`src/rtl/counter_run_ctrl.sv`:
```
// Run/step/clear controller for the 32-bit LED counter datapath.
// Ports: clk, rst_n (sync, active-low), btn_raw, sw_raw in;
//        ctr_en, ctr_clr, state[1:0], btn_db, sw_db out.

module counter_run_ctrl_db #(
    parameter int DB_CYCLES = 50000,
    parameter int CNT_W     = 26
) (
    input  logic clk,
    input  logic rst_n,
    input  logic i_raw,
    output logic o_db
);
    localparam logic [CNT_W-1:0] DB_MAX = CNT_W'(DB_CYCLES - 1);

    logic             r_s1;
    logic             r_s2;
    logic             r_db;
    logic [CNT_W-1:0] r_cnt;

    always_ff @(posedge clk) begin
        if (!rst_n) begin
            r_s1  <= 1'b0;
            r_s2  <= 1'b0;
            r_db  <= 1'b0;
            r_cnt <= '0;
        end else begin
            r_s1 <= i_raw;
            r_s2 <= r_s1;
            if (r_s2 == r_db) begin
                r_cnt <= '0;
            end else if (r_cnt == DB_MAX) begin
                r_db  <= r_s2;
                r_cnt <= '0;
            end else begin
                r_cnt <= r_cnt + 1'b1;
            end
        end
    end

    assign o_db = r_db;
endmodule

module counter_run_ctrl #(
    parameter int DB_CYCLES   = 50000,
    parameter int LONG_CYCLES = 25000000,
    parameter int RUN_DIV     = 1,
    parameter int CNT_W       = 26
) (
    input  logic       clk,
    input  logic       rst_n,
    input  logic       btn_raw,
    input  logic       sw_raw,
    output logic       ctr_en,
    output logic       ctr_clr,
    output logic [1:0] state,
    output logic       btn_db,
    output logic       sw_db
);
    localparam logic [CNT_W-1:0] LONG_MAX = CNT_W'(LONG_CYCLES - 1);
    localparam logic [CNT_W-1:0] DIV_MAX  = CNT_W'(RUN_DIV - 1);

    typedef enum logic [1:0] {
        S_IDLE  = 2'd0,
        S_RUN   = 2'd1,
        S_PAUSE = 2'd2,
        S_STEP  = 2'd3
    } state_t;

    state_t           r_state;
    state_t           w_nxt;
    logic             w_btn_db;
    logic             w_sw_db;
    logic             r_btn_prev;
    logic             r_cons;
    logic [CNT_W-1:0] r_hold;
    logic [CNT_W-1:0] r_presc;
    logic [CNT_W-1:0] w_presc_nxt;
    logic             r_en;
    logic             r_clr;
    logic             w_long;
    logic             w_short;

    counter_run_ctrl_db #(.DB_CYCLES(DB_CYCLES), .CNT_W(CNT_W)) u_db_btn (
        .clk   (clk),
        .rst_n (rst_n),
        .i_raw (btn_raw),
        .o_db  (w_btn_db)
    );

    counter_run_ctrl_db #(.DB_CYCLES(DB_CYCLES), .CNT_W(CNT_W)) u_db_sw (
        .clk   (clk),
        .rst_n (rst_n),
        .i_raw (sw_raw),
        .o_db  (w_sw_db)
    );

    // A press that already fired long_p is consumed: it neither
    // fires again nor yields a short press on release.
    assign w_long  = w_btn_db && !r_cons && (r_hold == LONG_MAX);
    assign w_short = r_btn_prev && !w_btn_db && !r_cons;

    always_ff @(posedge clk) begin
        if (!rst_n) begin
            r_btn_prev <= 1'b0;
            r_cons     <= 1'b0;
            r_hold     <= '0;
        end else begin
            r_btn_prev <= w_btn_db;
            if (w_btn_db) begin
                if (!r_cons && !w_long) begin
                    r_hold <= r_hold + 1'b1;
                end
                r_cons <= r_cons | w_long;
            end else begin
                r_hold <= '0;
                r_cons <= 1'b0;
            end
        end
    end

    always_comb begin
        w_nxt = r_state;
        if (w_long) begin
            w_nxt = S_IDLE;
        end else begin
            unique case (r_state)
                S_IDLE, S_PAUSE: begin
                    if (w_short) begin
                        w_nxt = w_sw_db ? S_RUN : S_STEP;
                    end
                end
                S_RUN: begin
                    if (w_short || !w_sw_db) begin
                        w_nxt = S_PAUSE;
                    end
                end
                S_STEP: begin
                    w_nxt = S_PAUSE;
                end
                default: begin
                    w_nxt = S_IDLE;
                end
            endcase
        end
    end

    assign w_presc_nxt = (r_presc == DIV_MAX) ? '0 : r_presc + 1'b1;

    // ctr_en is decoded from the state being entered so the strobe
    // lines up with the first cycle of RUN/STEP.
    always_ff @(posedge clk) begin
        if (!rst_n) begin
            r_state <= S_IDLE;
            r_presc <= '0;
            r_en    <= 1'b0;
            r_clr   <= 1'b0;
        end else begin
            r_state <= w_nxt;
            r_clr   <= w_long;
            if (w_nxt == S_RUN) begin
                if (r_state != S_RUN) begin
                    r_presc <= '0;
                    r_en    <= 1'b1;
                end else begin
                    r_presc <= w_presc_nxt;
                    r_en    <= (w_presc_nxt == '0);
                end
            end else begin
                r_presc <= '0;
                r_en    <= (w_nxt == S_STEP);
            end
        end
    end

    assign ctr_en  = r_en;
    assign ctr_clr = r_clr;
    assign state   = r_state;
    assign btn_db  = w_btn_db;
    assign sw_db   = w_sw_db;
endmodule

```
`config.mk`:
```
export PLATFORM = sky130hd
export DESIGN_NAME = counter_run_ctrl
export DESIGN_NICKNAME = d
export VERILOG_FILES = /design/src/rtl/counter_run_ctrl.sv
export SDC_FILE = /design/constraint.sdc
export NUM_CORES = 1
export LEC_CHECK = 0
export CAP_MARGIN = 10
export CORE_MARGIN = 4
export CORE_UTILIZATION = 35
export DETAILED_ROUTE_END_ITERATION = 8
export PLACE_DENSITY_LB_ADDON = 0.15
export SETUP_SLACK_MARGIN = 0.1
export SKIP_LAST_GASP = 1
export SYNTH_ARGS = -nofsm -noshare
export SYNTH_HDL_FRONTEND = slang
export SYNTH_SLANG_ARGS = --single-unit
```
`constraint.sdc`:
```
create_clock -name clk -period 2.8 [get_ports clk]
set_input_delay 0.56 -clock clk [delete_from_list [all_inputs] [get_ports clk]]
set_output_delay 0.56 -clock clk [all_outputs]
set_load 0.05 [all_outputs]
```
==> key figures <==
Placement
  • Pre-CTS WS: 447 ps
  • Dpl cell area: 0.00564 mm^2
  • GPL Wtd Cong: 0.814
  • DP HPWL: 7570 um
  • Placed Instances: 815
  • Number of port buffers: 9

Floorplan
  • Core area: 0.0151 mm^2
  • Die height: 132 um
  • Die Wd: 132 um
  • I/O pin cnt: 10
  • Num rows: 45
  • Full die area: 0.0175 mm^2
  • Initial Utilization: 35.6%

Synthesis
  • Largest family of logic cells by synthesized area: simple AND/OR/NAND/NOR gates
  • Synth area leader: dfxtp_1
  • Post-synthesis simple-gate area fraction: 31.6%
  • Syn. warnings: 0
  • Top cell type's share of synthesized area: 43.0%
  • Synthesized flop and latch total: 116
  • XOR/XNOR Fraction of Synth Area: 15.1%
  • Seq/Total Area, Yosys: 43.0%
  • Syn_area_per_cell: 8.45 um^2
  • Synth Instances: 639
  • Mux contribution to synthesized area: 1.41%
  • Post-synthesis compound-gate area fraction: 4.36%
  • Post-synth EDFFs: 0
  • Asr flop ratio synth: 0%
  • Number of different library cells in the post-synthesis netlist: 54
  • Top_reg_cell synth: dfxtp_1
  • Post-Synth Adder-Cell Area: 1.16%
  • Post-synth net total: 648
  • Top cells by area, synth: dfxtp_1 (43%), xor2_1 (9.6%), nor2_1 (8.9%)
  • Synthesized area: 0.00540 mm^2

Finish
  • Share of post-route cells with drive strength above 1: 7.60%
  • Area growth from synthesis to layout: 15.1%
  • # diodes: 0
  • Area of the multi-input gates: 0.00290 mm^2
  • Final Core Density: 41.0%
  • Register Area: 0.00232 mm^2
  • Final instance area: 0.00621 mm^2
  • Fillcell total: 1520
  • Nets@finish: 655
  • Finished Layout Cells: 846

STA
  • RSZ-0062 raised after global routing: false
  • Fin worst setup slack: 429 ps
  • Tightest Pin Transition: 867 ps
  • Final setup viols: 0
  • Slew HR: 42.2%
  • Skew final: 5.39 ps
  • Fin crit share: 84.7%
  • Slew Limit Fails: 0
  • Final Hold Slack: 434 ps
  • Fin crit period: 2370 ps
  • Fmax: 0.422 GHz
  • Total negative setup slack: 0 ps
  • Final hold viol count: 0

Worst setup path
  • Worst path top cell family by delay: simple AND/OR/NAND/NOR gates
  • Worst setup endpoint: ctr_en$_SDFF_PN0_
  • Reg2reg end: ctr_en$_SDFF_PN0_
  • Crit path max-delay cell type: nor4_2
  • CP endpoint kind: flip-flop
  • Stages on worst setup path: 8
  • Crit start category: flip-flop
  • Slowest stage delay, CP: 470 ps
  • Critical Path RT: 3140 ps
  • WS Path Type: flip-flop to flip-flop
  • Crit path DAT: 2710 ps
  • R2R setup slack: 430 ps
  • Critical Path Fanout Max: 7
  • CP cell instances: ha_1 -> nand4_1 -> nor4_2 -> nand3_1 -> mux2_2 -> o21ai_0 -> o311ai_1 -> o22ai_2
  • FF-to-FF path depth: 8
  • Crit Reg-Reg Startpoint: r_presc[0]$_SDFF_PP0_
  • Worst Setup SP: r_presc[0]$_SDFF_PP0_
  • CP Buf/Inv Count: 0

Clock network
  • Clk pin slew, worst setup/hold paths: 50 ps
  • Max Root-Sink Buffers: 2
  • Clk sinks: 116
  • Hold_buf cts: 0
  • Post-CTS sizing: 0
  • Clock root buffer: clkbuf_16
  • Post-CTS Setup Inserts: 0
  • Worst skew pair latency: 410 ps
  • Total CTS buffers: 17
  • H-tree depth: 4
  • CTS tree: built

Job
  • Max-Cap Viols: 0

Global routing
  • First-pass GRT wire length: 18700 um
  • Vias in the first global route: 4031
  • Largest net degree at the start of global routing: 29
  • Global route overflow: 0
  • Gr usage total: 13.0%
  • Initial antenna violation count: 0

Routing
  • Pre-antenna DRT Iters: 5
  • Via/cell ratio: 5.00
  • Drc violations: 0
  • WL per Instance: 12.7 um
  • DRT antenna net count: 0
  • Final WL: 10700 um
  • Via count: 4230
  • 1st-iter DRT viols: 259

Power
  • IR drop worst, VDD: 0.000409 V
  • Power per cell area: 603 mW/mm^2
  • Tot Pwr: 3.75 mW
  • LEAKAGE: 2.01 nW

Run status
  • Status: complete, no violations

Min path
  • Worst min-delay path class: flip-flop to flip-flop
==> power breakdown <==
group	switching, mW	leakage, nW	internal (mW)
Sequential	0.00173	0.935	1.66
Combinational	0.0113	0.788	0.00799
Clock	0.693	0.286	1.38
==> cells in the final DEF (no fill, tap or decap), types with 7 or more instances in the layout <==
master,instances
a21oi_1,11
clkbuf_16,17
dfxtp_1,116
or3_1,13
nand2_1,52
nor2_1,128
and3_1,14
nor3_1,12
o21ai_0,13
xnor2_1,34
clkdlybuf4s50_1,9
nor4_1,17
nand4_1,24
clkbuf_8,7
nand3_1,38
xor2_1,59
inv_1,15
==> synthesized netlist by cell type (all sizes together) (4+ instances only) <==
cell and count:
buf 11, nor2 129, and4 5, inv 15, dfxtp 116, or2 4
nor3 12, nor4 20, and2 5, ha 5, or3 13, clkbuf 15
or4 4, nand4 25, a21oi 11, nand3 40, o21ai 13, xnor2 34
nand2 52, mux2i 5, xor2 59, and3 16
==> sequential cells by signal, summed over array words and instances, names as in the netlist, 2 cells and up <==
| name | count |
|---|---|
| u_db_btn.r_cnt | 26 |
| state | 2 |
| u_db_sw.r_cnt | 26 |
| r_presc | 26 |
| r_hold | 26 |
==> worst register-to-register path, cell delays in order, from the launching register on <==
cell and delay (ps):
dfxtp_1 440, ha_1 300, nand4_1 180, nor4_2 470, nand3_1 210, mux2_2 300
o21ai_0 140, o311ai_1 130, o22ai_2 120
==> layout make-up <==
| class | count | share of cell area [%] |
|---|---|---|
| Clock inverter | 3 | 0.644 |
| Timing Repair Buffer | 14 | 2.05 |
| Inverter | 15 | 0.906 |
| Tap cell | 188 | 3.79 |
| Sequential cell | 116 | 37.4 |
| Multi-Input combinational cell | 482 | 46.6 |
| Clock buffer | 28 | 8.64 |
==> routing by layer <==
layer	vias up	part of all wire, %	GRT usage, %
met5	-	0	0
met4	0	1.8	5.20
met3	18	2.9	4.12
met2	39	46	19.8
met1	1983	50	17.1
li1	2190	-	-
==> worst min-delay path by stage <==
stage                               end  cells after the start                     start  slack, ps
2_1_floorplan  u_db_btn.r_s2$_SDFF_PN0_                      1  u_db_btn.r_s1$_SDFF_PN0_        410
3_3_place_gp   u_db_btn.r_s2$_SDFF_PN0_                      1  u_db_btn.r_s1$_SDFF_PN0_        420
3_5_place_dp   u_db_btn.r_s2$_SDFF_PN0_                      1  u_db_btn.r_s1$_SDFF_PN0_        420
4_1_cts        u_db_btn.r_s2$_SDFF_PN0_                      1  u_db_btn.r_s1$_SDFF_PN0_        440
5_1_grt        u_db_btn.r_s2$_SDFF_PN0_                      1  u_db_btn.r_s1$_SDFF_PN0_        450
6_report       u_db_btn.r_s2$_SDFF_PN0_                      1  u_db_btn.r_s1$_SDFF_PN0_        430
==> logic make-up (layout without fill, tap and decap cells) <==
family | Yosys count | in the layout
AOI/OAI and AO/OA | 37 | 37
adders and majority gates | 5 | 5
and+or+nand+nor | 340 | 340
DFF | 116 | 116
muxes | 7 | 7
xor gates and xnor gates | 93 | 93
buffers and inverters | 41 | 60
(Power assumes the default switching activity.)
